$ cat src/rtl/exc_seq.sv
// Exception/ERET redirect sequencer: flushes the pipeline, waits for memory
// traffic to drain, then issues a single-cycle fetch redirect.
module exc_seq #(
    parameter logic [31:0] EXC_VECTOR = 32'hBFC00380,
    parameter int          DRAIN_MAX  = 255,
    parameter int          DRAIN_W    = 8,
    parameter int          CNT_W      = 16
) (
    input  logic             clk,
    input  logic             reset,
    input  logic             req,
    input  logic             eret_M,
    input  logic [31:0]      epc,
    input  logic             inst_busy,
    input  logic             mem_busy,
    output logic             flush,
    output logic             stall_all,
    output logic             exl_clr,
    output logic             redirect_valid,
    output logic [31:0]      redirect_pc,
    output logic             drain_timeout,
    output logic [CNT_W-1:0] exc_count
);

    typedef enum logic [1:0] {
        S_IDLE,
        S_DRAIN,
        S_REDIR
    } state_t;

    localparam logic [DRAIN_W-1:0] DRAIN_LIMIT = DRAIN_W'(DRAIN_MAX);

    state_t             state_q, state_d;
    logic [DRAIN_W-1:0] drain_q, drain_d;
    logic [31:0]        pc_q, pc_d;
    logic [CNT_W-1:0]   cnt_q, cnt_d;
    logic               to_q, to_d;
    logic               busy;

    // Counter sticks at all-ones instead of wrapping.
    function automatic logic [CNT_W-1:0] sat_inc(input logic [CNT_W-1:0] v);
        return (v == {CNT_W{1'b1}}) ? v : v + CNT_W'(1);
    endfunction

    assign busy = inst_busy | mem_busy;

    always_comb begin
        state_d        = state_q;
        drain_d        = drain_q;
        pc_d           = pc_q;
        cnt_d          = cnt_q;
        to_d           = to_q;
        flush          = 1'b0;
        stall_all      = 1'b0;
        exl_clr        = 1'b0;
        redirect_valid = 1'b0;
        case (state_q)
            S_IDLE: begin
                if (req | eret_M) begin
                    flush   = 1'b1;
                    exl_clr = eret_M & ~req;
                    pc_d    = req ? EXC_VECTOR : epc;
                    if (req) begin
                        cnt_d = sat_inc(cnt_q);
                    end
                    drain_d = '0;
                    state_d = busy ? S_DRAIN : S_REDIR;
                end
            end
            S_DRAIN: begin
                flush     = 1'b1;
                stall_all = 1'b1;
                if (!busy) begin
                    state_d = S_REDIR;
                end else if (drain_q == DRAIN_LIMIT) begin
                    to_d    = 1'b1;
                    state_d = S_REDIR;
                end else begin
                    drain_d = drain_q + DRAIN_W'(1);
                end
            end
            S_REDIR: begin
                flush          = 1'b1;
                redirect_valid = 1'b1;
                state_d        = S_IDLE;
            end
            default: state_d = S_IDLE;
        endcase
        // Reset aborts any sequence immediately, including a pending redirect.
        if (reset) begin
            flush          = 1'b0;
            stall_all      = 1'b0;
            exl_clr        = 1'b0;
            redirect_valid = 1'b0;
        end
    end

    always_ff @(posedge clk) begin
        if (reset) begin
            state_q <= S_IDLE;
            drain_q <= '0;
            pc_q    <= '0;
            cnt_q   <= '0;
            to_q    <= 1'b0;
        end else begin
            state_q <= state_d;
            drain_q <= drain_d;
            pc_q    <= pc_d;
            cnt_q   <= cnt_d;
            to_q    <= to_d;
        end
    end

    assign redirect_pc   = pc_q;
    assign exc_count     = cnt_q;
    assign drain_timeout = to_q;

endmodule

$ cat config.mk
export PLATFORM = sky130hd
export DESIGN_NAME = exc_seq
export DESIGN_NICKNAME = d
export VERILOG_FILES = /design/src/rtl/exc_seq.sv
export SDC_FILE = /design/constraint.sdc
export NUM_CORES = 1
export LEC_CHECK = 0
export ABC_AREA = 1
export CORE_UTILIZATION = 42
export DETAILED_ROUTE_END_ITERATION = 8
export GPL_ROUTABILITY_DRIVEN = 0
export GPL_TIMING_DRIVEN = 0
export PLACE_DENSITY = 0.77
export SLEW_MARGIN = 20
export SYNTH_ARGS = -nofsm -noshare
export SYNTH_HDL_FRONTEND = slang
export SYNTH_SLANG_ARGS = --single-unit
$ cat constraint.sdc
create_clock -name clk -period 1.55 [get_ports clk]
set_input_delay 0.31 -clock clk [delete_from_list [all_inputs] [get_ports clk]]
set_output_delay 0.31 -clock clk [all_outputs]
set_load 0.03 [all_outputs]
**After elaboration in Yosys (flattened, before gate mapping)**

Cells that the tools add are included.

- Word-level logic and storage cells: 48
- Bits of input ports: 38
- Memories kept: 0
- Output and inout port bits: 53
- Memory bits (read-only): 0
- Bits in registers: 59
- Memory bits (writable): 0
- Bits in latches: 0

- Div/mod/pow operators: 0
- Multiply operators: 0
- Reduce and logical (&&, ||, !) cells: 8
- Equality and inequality tests: 8
- Bitwise gates (word level): 5
- Order comparisons: 0
- $add $sub $neg: 2
- Multiplexer cells: 20
- Shift operators: 0

Operator list:

| operator | number |
|---|---|
| 32-bit 2-to-1 mux | 1 |
| 8-bit 2-to-1 mux | 3 |
| 16-bit by 1-bit adder with 16-bit output (second input constant) | 1 |
| 16-bit equality test (second input constant) | 1 |
| 8-bit case mux with 2 select lines | 1 |
| 1-bit 2-to-1 mux | 9 |
| 8-bit by 1-bit adder with 8-bit output (second input constant) | 1 |
| 8-bit equality test (second input constant) | 1 |
| 2-bit 2-to-1 mux | 4 |
| 4-bit AND reduction | 2 |
| 2-bit != test (second input constant) | 3 |
| 2-bit case mux with 2 select lines | 1 |
| 2-bit AND reduction | 2 |
| 3-bit != test (second input constant) | 1 |
| 3-bit AND reduction | 1 |
| 2-bit by 1-bit equality test with 1-bit output (second input constant) | 1 |
| 2-bit equality test (second input constant) | 1 |
| 2-bit logical NOT | 1 |
| 1-bit inverter | 2 |
| 1-bit bitwise OR | 2 |
| 1-bit case mux with 2 select lines | 1 |
| 2-bit nonzero test | 1 |
| 2-bit OR reduction | 1 |
| 1-bit AND | 1 |

**Longest topological paths before layout**

Gate-level depths: netlist of the first run.

- Depth after elaboration: 5
- Gate-level depth with buffers: 11
- Mapped depth without buffers: 11

**Worst setup path after synthesis of the first run**

OpenSTA, ideal clock, no wires.

- Path kind: register to output
- Start: register state_q[0]
- End: output port flush
- Stages on the path, launching flop included: 9
- Arrival time: 1.638 ns
- Path buffers: 2
- Slack: -0.398 ns
- Data required time: 1.240 ns
- Cell sequence: dfxtp_1 > inv_1 > ha_1 > buf_4 > inv_2 > nor2_4 > clkbuf_1 > o21ai_0 > nor2_1

- Longest elaborated chain between the ends: 4
- Elaborated cells on any way between the ends: 6
- Those cells by class: eq/ne: 2; mux: 2; reduce/logical: 2

Ends and longest elaborated chain:

| what | RTL line | source |
|---|---|---|
| from (decl) | 33 | `state_t state_q, state_d;` |
| from (signal assigned) | 106 | `state_q <= state_d;` |
| 2-bit by 1-bit equality test with 1-bit output or 2-bit equality test (tied branches) | 57 | `case (state_q)` |
| 2-bit OR reduction (no line) | n/a |  |
| 1-bit case mux with 2 select lines (*) | 57 |  |
| 1-bit 2-to-1 mux (*) | 90 | `if (reset) begin` |
| to (decl) | 16 | `output logic flush,` |

Mark *: on every way between the ends. The rest lies on a longest branch, timed or not.

**Worst setup path after layout of the first run**

Same ends and word-level chain as after synthesis.

==> flow_summary.json, run 1 <==
{
  "synthTopCellsByCount": "sky130_fd_sc_hd__nand2_1, sky130_fd_sc_hd__dfxtp_1, sky130_fd_sc_hd__nor2_1, sky130_fd_sc_hd__inv_1, sky130_fd_sc_hd__nand3_1",
  "fin_skew_ns": 0.00672,
  "critical_path.reg2reg.startpoint": "state_q[0]",
  "slew_headroom_pct": 64.7,
  "finalHoldViolCount": 0,
  "worstSetupEndpointType": "primary output",
  "final-max-slew-violation-count": 0,
  "final_antenna_net_count": 0,
  "worst_hold_slack_ns": 0.450,
  "mappedNetlistArea_sq_um": 2820,
  "global_route_total_usage_across_every_layer_pct": 22.6,
  "placed_area_sq_um": 3840,
  "min_period_ns": 1.82,
  "hold_path_depth": 2,
  "fin_total_pwr_mw": 4.68,
  "via_count_of_the_first_global_routing_pass": 2796,
  "wl_per_cell_microns": 14.5,
  "synth.lib_cells_used.distinct": 33,
  "tightestPinTransition_ns": 0.530,
  "ys_top_cells_by_area": "sky130_fd_sc_hd__dfxtp_1, sky130_fd_sc_hd__nand2_1, sky130_fd_sc_hd__nor2_1",
  "ff2ff_setup_slack_ns": -0.04,
  "rsz_0062_raised_after_global_routing": "true",
  "dieWidth_microns": 83.9,
  "core_area_sq_um": 6420,
  "startpoint_type": "flip-flop",
  "i_o_buffers": 90,
  "cts_made_buffers": 9,
  "tritoncts_clock_tree": "done",
  "clock_transition_at_path_regs_ns": 0.07,
  "worst_hold_path_class": "reg -> reg",
  "postSynthCellCount": 370,
  "synth_area_leader_cell": "sky130_fd_sc_hd__dfxtp_1",
  "synth_area_per_cell_sq_um": 7.61,
  "avgViaCountPerCell": 5.25,
  "drt_pre_antenna_iters": 6,
  "grt_first_pass_wirelength_microns": 12700,
  "finish.cell_count_without_fillers": 583,
  "finalSetupViolCount": 10,
  "half_perimeter_wire_length_of_the_detailed_placement_result_microns": 5290,
  "holdPathEnd": "drain_timeout",
  "synth-edff-count": 0,
  "power_density_nw_per_um2": 1050,
  "critical_path_required_ns": 1.24,
  "largest_net_degree_at_the_start_of_global_routing": 13,
  "max_clock_freq_mhz": 551,
  "layout_worst_path_cycle_share_pct": 117,
  "clockBufferDepth": 2,
  "synth.yosys.warnings": 0,
  "synthesized_net_count": 414,
  "yosys.cell_count.top_type": "sky130_fd_sc_hd__nand2_1",
  "ys_ff_latch": 59,
  "syn2layout_area_growth_pct": 58.4,
  "synth_flop_cell": "sky130_fd_sc_hd__dfxtp_1",
  "pin_count": 91,
  "cap_violations": 0,
  "residual_overflow_from_global_routing": 0,
  "timing.critical_path.fanout_max": 3,
  "cts.htree.levels": 3,
  "antenna_found_initial": 0,
  "status": "finished with violations",
  "worst_path_arrival_time_ns": 1.51,
  "clock_latency_on_the_worst_skew_pair_ns": 0.35,
  "drt_iter0_markers": 128,
  "power.static_leakage_nw": 2.04,
  "remaining_drc_errors": 6,
  "postLayoutCellArea_sq_um": 4460,
  "max-vdd-ir-drop_uv": 633,
  "clockRootBuffer": "sky130_fd_sc_hd__clkbuf_8",
  "routed-via-count": 3061,
  "register_area_share_after_synthesis_pct": 41.9,
  "design.final.nets": 545,
  "timing.final.ws_setup_ns": -0.266,
  "insertedDiodeCount": 0,
  "postRouteWirelength_microns": 8450,
  "dp_cells": 537,
  "setup.worst_path.class": "reg -> out",
  "clock_sink_count": 59,
  "reg2regPathDepth": 11,
  "chipHeight_microns": 83.9,
  "die-area_sq_um": 7040,
  "holdCritStartpoint": "drain_timeout",
  "failing_checks": "design-rule violations, negative setup slack",
  "drive_above_1_share_pct": 25.5,
  "fp_rows": 29,
  "postSynth.asyncResetShare_pct": 0,
  "r2r_end": "exc_count[7]",
  "yosysTopAreaCellShare_pct": 41.9,
  "initial_utilization_pct": 43.9
}
[placed cells by master, fill, tap and decap left out, drive strengths merged, types with 2 or more instances in the layout]
master / count
xor2: 2
a21oi: 15
dlymetal6s2s: 2
o21ai: 19
nand3: 31
nand3b: 2
clkdlybuf4s50: 34
inv: 41
a32o: 20
nor2: 65
nand2: 74
clkinvlp: 2
clkinv: 2
bufinv: 2
dlygate4sd2: 49
nor3: 13
buf: 49
ha: 6
clkbuf: 11
nand4: 2
dfxtp: 59
[critical path: stages, from the launching register on]
cell and delay [ns]:
sky130_fd_sc_hd__dfxtp_2 0.33, sky130_fd_sc_hd__inv_2 0.08, sky130_fd_sc_hd__ha_4 0.16, sky130_fd_sc_hd__inv_4 0.05
sky130_fd_sc_hd__nor2_4 0.13, sky130_fd_sc_hd__buf_8 0.12, sky130_fd_sc_hd__o21ai_4 0.05, sky130_fd_sc_hd__nor2_4 0.10
sky130_fd_sc_hd__buf_6 0.13
[worst max path at each step]
stage / from / to / slack (ns) / depth (start not counted)
floorplan: state_q[0] / flush / -0.09 / 8
global placement: reset / flush / -1.34 / 7
detailed placement: reset / flush / -1.35 / 7
CTS: state_q[1] / flush / -0.34 / 9
global route: state_q[0] / flush / -0.31 / 8
finish: state_q[0] / flush / -0.27 / 8
[sequential cells by signal, indices dropped and copies added, names as in the netlist]
register	count
drain_q	8
drain_timeout	1
exc_count	16
redirect_pc	32
state_q	2
[what timing repair did]
action / in CTS / in global routing
pin swaps: 7 / 9
gates resized for setup: 104 / 45
buffers inserted: 18 / 14
hold endpoints to repair: 0 / 0
hold buffers: 0 / 0
endpoints found under the setup margin: 107 / 58
[report_power, final]
group	leakage, nW	switching (mW)	internal, mW
combinational	1.45	0.773	0.589
sequential	0.485	0.0778	1.64
clock	0.106	0.687	0.915
[cell type report]
class	count	area (sq um)
fill	513	1960
multi-input combinational	255	1570
sequential	59	1190
timing repair buffer	121	1100
inverter	40	158
clock buffer	9	124
buffer	15	120
clock inverter	7	101
tap	77	96.3
[metrics by stage]
step                      worst slack (ns)  TNS (ns)  utilization (%)
after floorplan                    -0.0879   -0.0879                -
after global placement               -1.34    -20.11             59.9
after detailed placement             -1.35    -21.40             59.9
after CTS                           -0.339     -5.40             66.0
after global routing                -0.310     -1.66             69.5
final                               -0.266    -0.804             69.5
[layer usage]
metal	up-vias	routed length [microns]	track usage, %
li1	1487	-	-
met1	1436	3490	27.6
met2	114	4100	36.2
met3	24	673	8.01
met4	0	176	9.40
met5	-	0	0
[cells by family after synthesis]
family | Yosys count | share of synthesized area, %
flops | 59 | 41.9
buf+inv | 56 | 8.66
simple gates | 189 | 31.9
fa+ha+maj | 6 | 2.67
xor+xnor | 3 | 0.933
compound gates | 57 | 13.9
(Power assumes the default switching activity.)
==> run 2: changes to the inputs <==
Settings changed: SLEW_MARGIN 20 to 10.
==> results of run 2 <==
Same layout as run 1: the final DEF is identical, and so are final timing and power.
==> run 3: changes to the inputs <==
Settings changed: CORE_MARGIN set to 2, SKIP_LAST_GASP set to 1.
==> flow_summary.json, run 3 (synthesis gave the netlist of run 1 again) <==
{
  "cp_slowest_stage_delay_ns": 0.34,
  "clock_sink_count": 59,
  "failing_checks": "design-rule violations, negative setup slack",
  "pin_count": 91,
  "routed-via-count": 2990,
  "layout.cells.most_common": "sky130_fd_sc_hd__nand2_1",
  "antenna_found_initial": 0,
  "min_period_ns": 1.80,
  "finalSetupTns_ns": -1.19,
  "drive_above_1_share_pct": 24.6,
  "launch_point_of_the_worst_path": "state_q[1]",
  "power.static_leakage_nw": 2.00,
  "status": "finished with violations",
  "core_area_sq_um": 6420,
  "insertedDiodeCount": 0,
  "wl_per_cell_microns": 14.6,
  "finish.cell_count_without_fillers": 577,
  "via_count_of_the_first_global_routing_pass": 2789,
  "avgViaCountPerCell": 5.18,
  "max-vdd-ir-drop_uv": 1100,
  "fp_rows": 29,
  "timing.critical_path.fanout_max": 3,
  "crit_path_cell_trace": "inv_4 -> ha_4 -> inv_4 -> nor2_4 -> buf_8 -> o21ai_4 -> nor2_4 -> buf_6",
  "holdCritStartpoint": "drain_timeout",
  "power_density_nw_per_um2": 1050,
  "drt_pre_antenna_iters": 8,
  "dp_cells": 537,
  "fill_cells": 527,
  "cts_made_buffers": 9,
  "worst_path_arrival_time_ns": 1.49,
  "i_o_buffers": 90,
  "clockRootBuffer": "sky130_fd_sc_hd__clkbuf_8",
  "die-area_sq_um": 7380,
  "cap_violations": 0,
  "layout_worst_path_cycle_share_pct": 116,
  "tritoncts_clock_tree": "done",
  "critical-path-slowest-cell": "sky130_fd_sc_hd__dfxtp_2",
  "rsz_0062_raised_after_global_routing": "true",
  "half_perimeter_wire_length_of_the_detailed_placement_result_microns": 5310,
  "final-max-slew-violation-count": 0,
  "syn2layout_area_growth_pct": 57.0,
  "max_clock_freq_mhz": 556,
  "tightestPinTransition_ns": 0.594,
  "cts.htree.levels": 3,
  "worstSetupEndpointType": "primary output",
  "clock_latency_on_the_worst_skew_pair_ns": 0.35,
  "total_area_of_multi_input_combinational_cells_sq_um": 1580,
  "clock_transition_at_path_regs_ns": 0.07,
  "global_route_total_usage_across_every_layer_pct": 21.1,
  "fin_skew_ns": 0.00579,
  "dieWidth_microns": 85.9,
  "placed_area_sq_um": 3840,
  "startpoint_type": "flip-flop",
  "postRouteWirelength_microns": 8400,
  "final_antenna_net_count": 0,
  "slew_headroom_pct": 60.4,
  "chipHeight_microns": 85.9,
  "finalHoldViolCount": 0,
  "largest_net_degree_at_the_start_of_global_routing": 13,
  "layout.cells.most_common_list": "sky130_fd_sc_hd__nand2_1, sky130_fd_sc_hd__dfxtp_1, sky130_fd_sc_hd__dlygate4sd2_1, sky130_fd_sc_hd__nor2_1, sky130_fd_sc_hd__clkdlybuf4s50_1",
  "grt_first_pass_wirelength_microns": 12400,
  "clockBufferDepth": 2,
  "drt_iter0_markers": 170,
  "final-seq-area_sq_um": 1190,
  "postLayoutCoreUtil_pct": 68.9,
  "remaining_drc_errors": 3,
  "worst_hold_slack_ns": 0.452,
  "flip_flop_count_of_the_largest_register_all_copies_and_words_added": 32,
  "residual_overflow_from_global_routing": 0,
  "critical_path.reg2reg.startpoint": "state_q[0]",
  "finalSetupViolCount": 16,
  "design.final.nets": 539,
  "setup.worst_path.class": "reg -> out",
  "initial_utilization_pct": 43.9,
  "worst_hold_path_class": "reg -> reg",
  "postLayoutCellArea_sq_um": 4420,
  "critical_path_required_ns": 1.24,
  "timing.final.ws_setup_ns": -0.248
}
==> run 3: cell count changes in the layout (fill, tap and decap cells not counted), moves of 2 or more <==
cell                     change
sky130_fd_sc_hd__buf_4       -5
sky130_fd_sc_hd__nor3_1      +2
sky130_fd_sc_hd__nor2_4      +3
sky130_fd_sc_hd__nor2_1      -2
sky130_fd_sc_hd__nor3_2      -2
==> run 3: timing repair <==
action | CTS | global route
hold buffers | 0 | 0
pin swaps | 7 | 11
cloned | 0 | 0
setup buffers | 16 | 10
setup endpoints to repair | 106 | 61
gates resized for setup | 107 | 46
==> run 3: cell type report <==
| cell class | instances | area share [%] |
|---|---|---|
| sequential | 59 | 27.0 |
| clock inverter | 7 | 2.29 |
| buffer | 14 | 2.43 |
| multi-input combinational | 255 | 35.7 |
| timing repair buffer | 116 | 24.0 |
| tap | 77 | 2.18 |
| inverter | 40 | 3.62 |
| clock buffer | 9 | 2.80 |
==> run 3: through the flow <==
step / setup slack, ns / total power [mW]
final: -0.248 / 4.65
after CTS: -0.351 / 4.53
after global placement: -1.33 / 2.81
after floorplan: -0.0879 / 2.41
after global routing: -0.299 / 4.84
after detailed placement: -1.37 / 2.84
==> run 3: report_power, final <==
group	total, mW	switching (mW)	internal (mW)
registers	1.72	0.0811	1.64
clock network	1.59	0.681	0.914
logic	1.33	0.759	0.575
==> run 3: layer usage <==
layer  vias up  track usage [%]  part of all wire, %
li1       1476                -                    -
met1      1395             26.0                   43
met2       102             33.5                   48
met3        17             7.12                  7.0
met4         0             9.09                  1.9
met5         -                0                    0
==> run 3: critical path, delay by kind of cell, from the launching register on <==
family / cells / cell delay [ns]
DFF: 1 / 0.34
adders and majority gates: 1 / 0.16
AOI/OAI and AO/OA: 1 / 0.05
buffers and inverters: 4 / 0.36
and+or+nand+nor: 2 / 0.23
==> run 3: path summary, 6_finish.rpt <==
kind	cells past startpoint	endpoint	slack, ns
hold reg to reg	2	drain_timeout	0.45
setup / recovery	8	flush	-0.25
hold / removal	2	drain_timeout	0.45
setup reg to reg	10	drain_q[7]	-0.11
